File: src/rtl/seg7_countdown_timer.sv
// mm:ss countdown timer with a multiplexed 4-digit, active-low seven-segment driver.
// Divider square waves are resynchronised into Clk and turned into single-cycle enables.
module seg7_countdown_timer #(
  parameter int SYNC_STAGES = 2,
  parameter int MAX_MIN     = 59
) (
  input  logic       Clk,
  input  logic       Reset,
  input  logic       N_Clk1Hz,
  input  logic       N_Clk381Hz,
  input  logic       Start,
  input  logic       Pause,
  input  logic       Load,
  input  logic [5:0] LoadMin,
  input  logic [5:0] LoadSec,
  output logic [3:0] An,
  output logic [6:0] Seg,
  output logic       Dp,
  output logic       Running,
  output logic       Done
);

  typedef enum logic [1:0] {S_IDLE, S_RUN, S_PAUSE, S_DONE} state_t;

  state_t                 r_state;
  state_t                 w_state_next;
  logic [SYNC_STAGES-1:0] r_sync_1hz;
  logic [SYNC_STAGES-1:0] r_sync_scan;
  logic                   r_prev_1hz;
  logic                   r_prev_scan;
  logic                   w_tick1;
  logic                   w_tick_scan;
  logic [3:0]             r_mt, r_mo, r_st, r_so;
  logic [1:0]             r_idx;
  logic                   r_blink;
  logic [3:0]             r_an;
  logic [6:0]             r_seg;
  logic                   r_dp;
  logic [5:0]             w_min_clamp;
  logic [5:0]             w_sec_clamp;
  logic [7:0]             w_min_bcd;
  logic [7:0]             w_sec_bcd;
  logic                   w_is_zero;
  logic                   w_is_one;
  logic                   w_pause_cmd;
  logic                   w_dec;
  logic [3:0]             w_digit;

  function automatic logic [7:0] bin2bcd(input logic [5:0] b);
    logic [5:0] rem;
    logic [3:0] tens;
    rem  = b;
    tens = 4'd0;
    for (int k = 0; k < 5; k++) begin
      if (rem >= 6'd10) begin
        rem  = rem - 6'd10;
        tens = tens + 4'd1;
      end
    end
    return {tens, rem[3:0]};
  endfunction

  function automatic logic [6:0] seg_decode(input logic [3:0] d);
    logic [6:0] s;
    case (d)
      4'd0:    s = 7'b1000000;
      4'd1:    s = 7'b1111001;
      4'd2:    s = 7'b0100100;
      4'd3:    s = 7'b0110000;
      4'd4:    s = 7'b0011001;
      4'd5:    s = 7'b0010010;
      4'd6:    s = 7'b0000010;
      4'd7:    s = 7'b1111000;
      4'd8:    s = 7'b0000000;
      4'd9:    s = 7'b0010000;
      default: s = 7'b1111111;
    endcase
    return s;
  endfunction

  // Synchroniser chains plus one edge-detect flop per tick input
  always_ff @(posedge Clk or negedge Reset) begin
    if (!Reset) begin
      r_sync_1hz  <= '0;
      r_sync_scan <= '0;
      r_prev_1hz  <= 1'b0;
      r_prev_scan <= 1'b0;
    end else begin
      r_sync_1hz  <= {r_sync_1hz[SYNC_STAGES-2:0], N_Clk1Hz};
      r_sync_scan <= {r_sync_scan[SYNC_STAGES-2:0], N_Clk381Hz};
      r_prev_1hz  <= r_sync_1hz[SYNC_STAGES-1];
      r_prev_scan <= r_sync_scan[SYNC_STAGES-1];
    end
  end

  assign w_tick1     = r_sync_1hz[SYNC_STAGES-1] & ~r_prev_1hz;
  assign w_tick_scan = r_sync_scan[SYNC_STAGES-1] & ~r_prev_scan;

  assign w_min_clamp = (LoadMin > 6'(MAX_MIN)) ? 6'(MAX_MIN) : LoadMin;
  assign w_sec_clamp = (LoadSec > 6'd59) ? 6'd59 : LoadSec;
  assign w_min_bcd   = bin2bcd(w_min_clamp);
  assign w_sec_bcd   = bin2bcd(w_sec_clamp);

  assign w_is_zero   = (r_mt == 4'd0) && (r_mo == 4'd0) && (r_st == 4'd0) && (r_so == 4'd0);
  assign w_is_one    = (r_mt == 4'd0) && (r_mo == 4'd0) && (r_st == 4'd0) && (r_so == 4'd1);
  // Higher-priority commands mask Pause; a Pause that wins swallows a coincident tick
  assign w_pause_cmd = Pause & ~Start & ~Load;
  assign w_dec       = (r_state == S_RUN) & w_tick1 & ~w_pause_cmd & ~Load;

  always_ff @(posedge Clk or negedge Reset) begin
    if (!Reset) begin
      r_state <= S_IDLE;
    end else begin
      r_state <= w_state_next;
    end
  end

  always_comb begin
    w_state_next = r_state;
    case (r_state)
      S_IDLE, S_PAUSE: begin
        if (Load)                        w_state_next = S_IDLE;
        else if (Start && !w_is_zero)    w_state_next = S_RUN;
      end
      S_RUN: begin
        if (Load)                        w_state_next = S_IDLE;
        else if (w_dec && w_is_one)      w_state_next = S_DONE;
        else if (w_pause_cmd)            w_state_next = S_PAUSE;
      end
      S_DONE: begin
        if (Load || Start)               w_state_next = S_IDLE;
      end
      default:                           w_state_next = S_IDLE;
    endcase
  end

  always_comb begin
    Running = (r_state == S_RUN);
    Done    = (r_state == S_DONE);
  end

  // BCD down-counter with cascaded borrows
  always_ff @(posedge Clk or negedge Reset) begin
    if (!Reset) begin
      r_mt <= 4'd0;
      r_mo <= 4'd0;
      r_st <= 4'd0;
      r_so <= 4'd0;
    end else if (Load) begin
      {r_mt, r_mo} <= w_min_bcd;
      {r_st, r_so} <= w_sec_bcd;
    end else if (w_dec) begin
      if (r_so != 4'd0) begin
        r_so <= r_so - 4'd1;
      end else begin
        r_so <= 4'd9;
        if (r_st != 4'd0) begin
          r_st <= r_st - 4'd1;
        end else begin
          r_st <= 4'd5;
          if (r_mo != 4'd0) begin
            r_mo <= r_mo - 4'd1;
          end else begin
            r_mo <= 4'd9;
            r_mt <= r_mt - 4'd1;
          end
        end
      end
    end
  end

  always_ff @(posedge Clk or negedge Reset) begin
    if (!Reset) begin
      r_blink <= 1'b0;
    end else if (w_state_next != S_DONE) begin
      r_blink <= 1'b0;
    end else if (r_state == S_DONE && w_tick1) begin
      r_blink <= ~r_blink;
    end
  end

  always_ff @(posedge Clk or negedge Reset) begin
    if (!Reset) begin
      r_idx <= 2'd0;
    end else if (w_tick_scan) begin
      r_idx <= r_idx + 2'd1;
    end
  end

  always_comb begin
    case (r_idx)
      2'd0:    w_digit = r_so;
      2'd1:    w_digit = r_st;
      2'd2:    w_digit = r_mo;
      default: w_digit = r_mt;
    endcase
  end

  // Registered display drive; the decimal point separates mm from ss on digit 2
  always_ff @(posedge Clk or negedge Reset) begin
    if (!Reset) begin
      r_an  <= 4'b1110;
      r_seg <= 7'b1000000;
      r_dp  <= 1'b1;
    end else begin
      r_an  <= ~(4'b0001 << r_idx);
      r_seg <= r_blink ? 7'b1111111 : seg_decode(w_digit);
      r_dp  <= r_blink | (r_idx != 2'd2);
    end
  end

  assign An  = r_an;
  assign Seg = r_seg;
  assign Dp  = r_dp;

endmodule

File: config.mk
export PLATFORM = sky130hd
export DESIGN_NAME = seg7_countdown_timer
export DESIGN_NICKNAME = d
export VERILOG_FILES = /design/src/rtl/seg7_countdown_timer.sv
export SDC_FILE = /design/constraint.sdc
export NUM_CORES = 1
export LEC_CHECK = 0
export BUFFER_PORTS_ARGS = -buffer_cell sky130_fd_sc_hd__buf_2
export CORE_UTILIZATION = 66
export DETAILED_ROUTE_END_ITERATION = 6
export PLACE_DENSITY = 0.87
export SETUP_SLACK_MARGIN = 0.15
export SLEW_MARGIN = 20
export SYNTH_ARGS = -nofsm -noshare
export SYNTH_HDL_FRONTEND = slang
export SYNTH_SLANG_ARGS = --single-unit
File: constraint.sdc
create_clock -name Clk -period 4 [get_ports Clk]
set_input_delay 0.4 -clock Clk [delete_from_list [all_inputs] [get_ports Clk]]
set_output_delay 0.4 -clock Clk [all_outputs]
set_load 0.02 [all_outputs]
==> results by stage, run 1 <==
CTS:
- The clock passes through at most 2 buffers.
- The number of levels the H-tree was split into is 2.
- Clock tree synthesis inserted a total of 5 buffers.
- The number of sinks driven by the clock tree is 39.
- The count of hold buffers inserted by post-cts repair is 0.
- The buffer cell driving the clock tree root is sky130_fd_sc_hd__clkbuf_8.

Placement:
- The congestion estimate from routability-driven global placement came to approximately 1.0.
- Detailed placement ended at an HPWL of between 8000 and 9000 µm.
- The total placed instance area is slightly above 5000 µm².
- The count of input and output buffers is 32.
- The instance count after placement with tap cells included is roughly 660.

Logic synthesis:
- After synthesis the netlist holds a flip-flop and latch count of 39.
- The largest area contributor in the synthesized netlist is sky130_fd_sc_hd__dfrtp_1.
- The post-synth net total is roughly 530.
- The synthesized design contains 0 enable-type register cells.
- The number of warning messages in the yosys log is 0.
- The share of synthesized area in the top cell type comes to 0.2080.
- The async set or reset register ratio after synthesis is 1.000.
- The post-synthesis instance area is ~4000 µm².
- The synthesized netlist contains slightly below 90 unique library cells.
- The sequential-to-total area share from yosys stat is 0.2401.
- The top flip-flop cell by instance count after synthesis is sky130_fd_sc_hd__dfrtp_1.
- Synthesis handed over a netlist of 488 instances.
- By area the synthesized netlist is led by sky130_fd_sc_hd__dfrtp_1 21%, sky130_fd_sc_hd__ha_1 8.3%, sky130_fd_sc_hd__nand2_1 3.8%, sky130_fd_sc_hd__nor2_1 3.4%, sky130_fd_sc_hd__a21oi_1 3.3%.
- The average footprint of a synthesized cell is between 8 and 9 µm².

Status:
- The first error in the log reads "[ERROR DPL-0038] Utilization greater than 100%, impossible to legalize".
- The flow halted during 5_1_grt.
- The run stopped with a tool error.

STA:
- The pin ending the worst setup path after global-route repair is r_mt[2]$_DFFE_PN0P_/D.
- The kind of the worst endpoint is a sequential cell input.

GRT:
- The pin count of the biggest net entering global routing is 40.

Floorplan:
- The top-level I/O count is 33.
- From left edge to right edge, the die measures between 80 and 90 µm.
- The floorplan has 28 rows.
- The height of the die is a little over 80 µm.
- The starting utilization of the core area is 0.6868.
## cells in the mapped netlist (all sizes together), types with 6 or more instances
master  number
o22ai        6
o21ai       31
nor2        38
nand2       42
ha          27
buf         17
nand2b      17
mux2i       15
or2          8
clkbuf       7
nor3        13
a21o        11
xnor2       15
o21a         7
nor2b       13
dfrtp       34
mux2         9
inv         25
a31oi        7
a21oi       28
xor2        12
nand3       12
## cells by family after synthesis
group | after synthesis | synth area share
simple gates | 170 | 0.2190
compound gates | 149 | 0.2692
buf+inv | 51 | 0.05476
flops | 39 | 0.2401
xor+xnor | 28 | 0.06883
fa+ha+maj | 27 | 0.08259
mux | 24 | 0.06546
## per-stage QoR
step | utilization | setup slack, ns
after floorplan | - | -0.5105
after global placement | 0.8506 | -0.4223
after detailed placement | 0.8506 | -0.6234
after CTS | 0.9347 | -0.2230
## what timing repair did
item / in CTS
cloned: 0
gates resized for setup: 46
pin swaps: 24
setup endpoints to repair: 11
setup buffers: 23
==> inputs of run 2 (changes only) <==
- CORE_UTILIZATION: 66 -> 40
- PLACE_DENSITY: 0.87 -> not set
- PLACE_DENSITY_LB_ADDON: not set -> 0.15
- SETUP_SLACK_MARGIN: 0.15 -> not set
==> results by stage, run 2 <==
Logic synthesis:
- The complex-gate fraction of the synthesized area came to 0.2692.
- Of the post-synthesis cell area, the dominant cell type holds 0.2080.
- Of the total synthesized cell area, the portion taken by XOR and XNOR cells is 0.06883.
- Of the total synthesized cell area, the portion taken by full adders, half adders and majority gates is 0.08259.
- Sorting the synthesized cells by area gives the leading types as sky130_fd_sc_hd__dfrtp_1 21%, sky130_fd_sc_hd__ha_1 8.3%, sky130_fd_sc_hd__nand2_1 3.8%, sky130_fd_sc_hd__nor2_1 3.4%, sky130_fd_sc_hd__a21oi_1 3.3%.
- The average footprint of a synthesized cell is 8.382 µm².
- The number of storage elements in the synthesis netlist is 39.
- The cell with the most instances after synthesis is sky130_fd_sc_hd__nand2_1.
- The top flip-flop cell by instance count after synthesis is sky130_fd_sc_hd__dfrtp_1.
- The sequential-to-total area share from yosys stat is 0.2401.
- Yosys printed 0 warnings.
- The count of flip-flops with a built-in enable after synthesis is 0.
- The post-synthesis instance area is just over 4000 µm².
- The number of different library cells used by synthesis comes to 88.
- The main combinational cell family by area after synthesis is compound AO/OA/AOI/OAI gates.
- The commonest cells after synthesis are 41 x sky130_fd_sc_hd__nand2_1, 37 x sky130_fd_sc_hd__nor2_1, 34 x sky130_fd_sc_hd__dfrtp_1.
- The async set or reset register ratio after synthesis is 1.000.
- The multiplexer share of the synthesized area is 0.06546.
- The largest area contributor in the synthesized netlist is sky130_fd_sc_hd__dfrtp_1.
- The instance count of the mapped netlist is around 490.
- Of the total synthesized cell area, the portion taken by AND, OR, NAND and NOR gates is 0.2190.
- The number of nets handed over by synthesis was roughly 530.

Power:
- The worst supply voltage drop on vdd is between 0.3 and 0.4 mV.
- The share of total power dissipated in the clock network is 0.106.
- The analysis attributes to cell leakage a power of 0.002615 µW.
- The portion of total power attributed to combinational logic is 0.672.
- The switching part of the total is 0.4231.
- The relative contribution of sequential cells to total power is 0.222.
- The analysis attributes to net switching a power of 1298 µW.
- For this design the ratio of total power to cell area is 524.9 nW/µm².
- The internal power summed over all cells is about 1800 µW.

CTS:
- The clock-pin slew on the worst setup and hold paths is around 0.080 ns.
- The clock passes through at most 2 buffers.
- Buffers inserted to repair hold after CTS numbered 0.
- The clock latency on the worst-skew pair is about 0.29 ns.
- CTS saw 39 sinks.
- Clock tree synthesis selected as its root buffer the cell sky130_fd_sc_hd__clkbuf_8.
- The total CTS buffers is 5.
- The number of levels the H-tree was split into is 2.
- TritonCTS built the clock tree.

Floorplan:
- The core region is a little under 10000 µm².
- The number of rows in the core area is 36.
- For this configuration, the core starts out at a cell density of 0.4146.
- The die covers around 11000 µm².
- The height of the die is just over 100 µm.
- The width of the chip is between 100 and 150 µm.
- The top-level I/O count is 33.

STA:
- The number of endpoints with negative hold slack in the final report is 0.
- The post-route worst setup slack is -0.2078 ns.
- Setup repair after global routing could not meet its margin everywhere.
- The relative max-transition margin is 0.4281.
- The worst-margin pin slew is 0.8579 ns.
- The post-route minimum period is about 4.2 ns.
- Hold is met by slightly above 0.2 ns.
- The maximum clock frequency is between 0.2 and 0.25 GHz.
- In the finished design, the share of the clock period the worst path needs comes to 1.052.
- The count of final setup violators is 6.
- The number of slew-limit violations in the final report was 0.
- The final worst clock skew is about 0.0053 ns.

Detailed routing:
- The post-detailed-route wirelength per cell is approximately 14 µm.
- The count of unresolved DRC violations after routing is 0.
- The final layout contains routed wiring with a total length of between 10000 and 15000 µm.
- Across all layers, the routed design uses 4132 vias.
- The number of DRC violations after detailed-routing iteration 0 is between 150 and 200.
- The average vias per placed instance is about 5.4.
- The count of nets left with antenna violations once routing finished came out at 0.
- Before antenna repair, the detailed router went through 5 iterations.

Setup path:
- The startpoint-to-endpoint class of the critical path is input port to flop.
- The largest individual stage delay along the critical path comes from the cell sky130_fd_sc_hd__ha_2.
- The critical path arrival is between 4 and 5 ns.
- Counting both buffers and inverters, the worst setup path holds a total of 1.
- The family of cells with the greatest summed delay on the critical path is compound AO/OA/AOI/OAI gates.
- Traced cell by cell, the critical path runs through buf_8 -> a41o_1 -> ha_2 -> nor2b_4 -> o21a_1 -> o32ai_2 -> ha_2 -> mux2_4 -> a221oi_4 -> nor3_2 -> a2bb2oi_2 -> a2111oi_4 -> and2_4 -> mux2i_4 -> ha_4 -> mux2_4 -> ha_4 -> nand2b_1 -> xnor3_1 -> mux2i_1.
- The startpoint kind of the worst setup timing path is an input port.
- In this design, the stage delay of the slowest critical-path cell is about 0.33 ns.
- STA puts the critical path data required time at between 4 and 5 ns.
- STA classifies the critical path endpoint as a flop.
- The startpoint of the worst register-to-register path is r_idx[0]$_DFFE_PN0P_.
- The largest fanout of any net on the critical path is 3.
- The start point of the critical path is LoadMin[3].

Finish:
- The number of flip-flops under the largest register name is 7.
- The number of inserted filler cells in the final layout is 863.
- The number of antenna repair diodes is 0.
- The footprint of the multi-input gates is between 3000 and 4000 µm².
- The relative area change from synthesis to final layout is 42.83%.
- Once layout is done, the placed cells without fillers occupy 5842 µm².
- The share of final-layout standard cells stronger than drive strength 1 is 0.4079.
- The library cell used most frequently in the layout, excluding fill and tap cells, is sky130_fd_sc_hd__buf_4.
- Across the whole layout, storage elements account for slightly below 1000 µm².
- The post-route core utilization is 0.5922.
- The top cell types in the final layout, fill and taps aside, are 116 x sky130_fd_sc_hd__buf_4, 40 x sky130_fd_sc_hd__nand2_1, 34 x sky130_fd_sc_hd__dfrtp_1, 34 x sky130_fd_sc_hd__nor2_1, 29 x sky130_fd_sc_hd__buf_2.
- In the final design database the tool counted just under 700 nets.

GRT:
- The total overflow reported by the global router is 0.
- The busiest layer in global routing is met2.
- The via count of the first global-routing pass is 3919.
- The initial antenna violation count is 0.
- The met1 layer usage reported by global route is 0.2634.
- The first global-routing pass estimated ~18000 µm of wire.
- Entering global routing, the biggest net connects 40 pins.
- In the global route stage, met2 resource usage came out at 0.3667.
- The total routing resource utilization after global routing is 0.2054.
- For this run, global-route usage on met3 was measured as 0.02034.

Placement:
- At the placement stage, the worst setup path has a slack of -0.6716 ns.
- Detailed placement ended at an HPWL of 7888 µm.
- The congestion estimate from routability-driven global placement came to roughly 0.9.
- Buffers placed on the I/O ports in this run total 32.
- The total placed instance area is roughly 5200 µm².

Status:
- The checks that failed: negative setup slack.
- The flow ran to the end, but the final reports show violations.

Flow run:
- Max-cap violations in this run came to 0.

Min path:
- The class of the tightest hold or removal check is input port to async pin.
## run 2: logic make-up (layout without fill, tap and decap cells)
kind of cell / count (synthesis) / count (layout)
XOR/XNOR: 28 / 28
multiplexers: 24 / 24
AO/OA/AOI/OAI: 149 / 149
AND/OR/NAND/NOR: 170 / 170
buffers and inverters: 51 / 193
flip-flops: 39 / 39
adder cells (fa/ha/maj): 27 / 27
## run 2: power by group through the flow
stage | Combinational [µW] | Clock [µW] | Sequential [µW]
after floorplan | 1210 | 0 | 741
after global placement | 1750 | 0 | 687
after detailed placement | 1800 | 0 | 688
after CTS | 1900 | 334 | 681
after global routing | 2290 | 350 | 711
final | 2060 | 325 | 682
## run 2: cell type report
type / count / area share
clock buffer: 5 / 0.01178
clock inverter: 3 / 0.007496
inverter: 27 / 0.01735
multi-input combinational: 398 / 0.5665
sequential: 39 / 0.1681
tap: 133 / 0.02849
timing repair buffer: 158 / 0.2003
## run 2: through the flow
| step | TNS, ns | instances | power, µW |
|---|---|---|---|
| detailed placement | -3.963 | 731 | 2488 |
| global placement | -3.084 | 731 | 2441 |
| finish | -0.5347 | 763 | 3066 |
| global route | -1.514 | 763 | 3354 |
| CTS | -0.2208 | 761 | 2912 |
| floorplan | -1.801 | 488 | 1950 |
## run 2: routing by layer
| layer | wire length (µm) | vias to the layer above |
|---|---|---|
| met5 | 0 | - |
| met1 | 5003 | 1985 |
| li1 | - | 2059 |
| met4 | 111 | 0 |
| met3 | 296 | 9 |
| met2 | 5369 | 79 |
## run 2: path summary, 6_finish.rpt
path                                             to  slack, ns  depth (start not counted)
setup reg to reg                   Seg[5]$_DFF_PN0_       1.34                         10
hold reg to reg             r_sync_1hz[1]$_DFF_PN0_       0.36                          0
min in group Clk           r_sync_scan[0]$_DFF_PN0_       0.21                          1
hold / removal                     Seg[2]$_DFF_PN0_       0.20                          1
setup / recovery                r_mt[2]$_DFFE_PN0P_      -0.21                         20
max in group asynchronous       r_mt[1]$_DFFE_PN0P_       3.24                          1
## run 2: timing repair
action	in CTS	in global routing
pin swaps	12	22
endpoints found under the setup margin	7	9
buffers inserted	23	4
gates resized for setup	20	39
## run 2: worst reg2reg max path: cells and delay by family (launching register included)
kind | cells | cell delay [ns]
adder cells (fa/ha/maj) | 2 | 0.55
AO/OA/AOI/OAI | 4 | 0.92
buffers and inverters | 2 | 0.29
AND/OR/NAND/NOR | 2 | 0.36
flip-flops | 1 | 0.41
(Power assumes the default switching activity.)
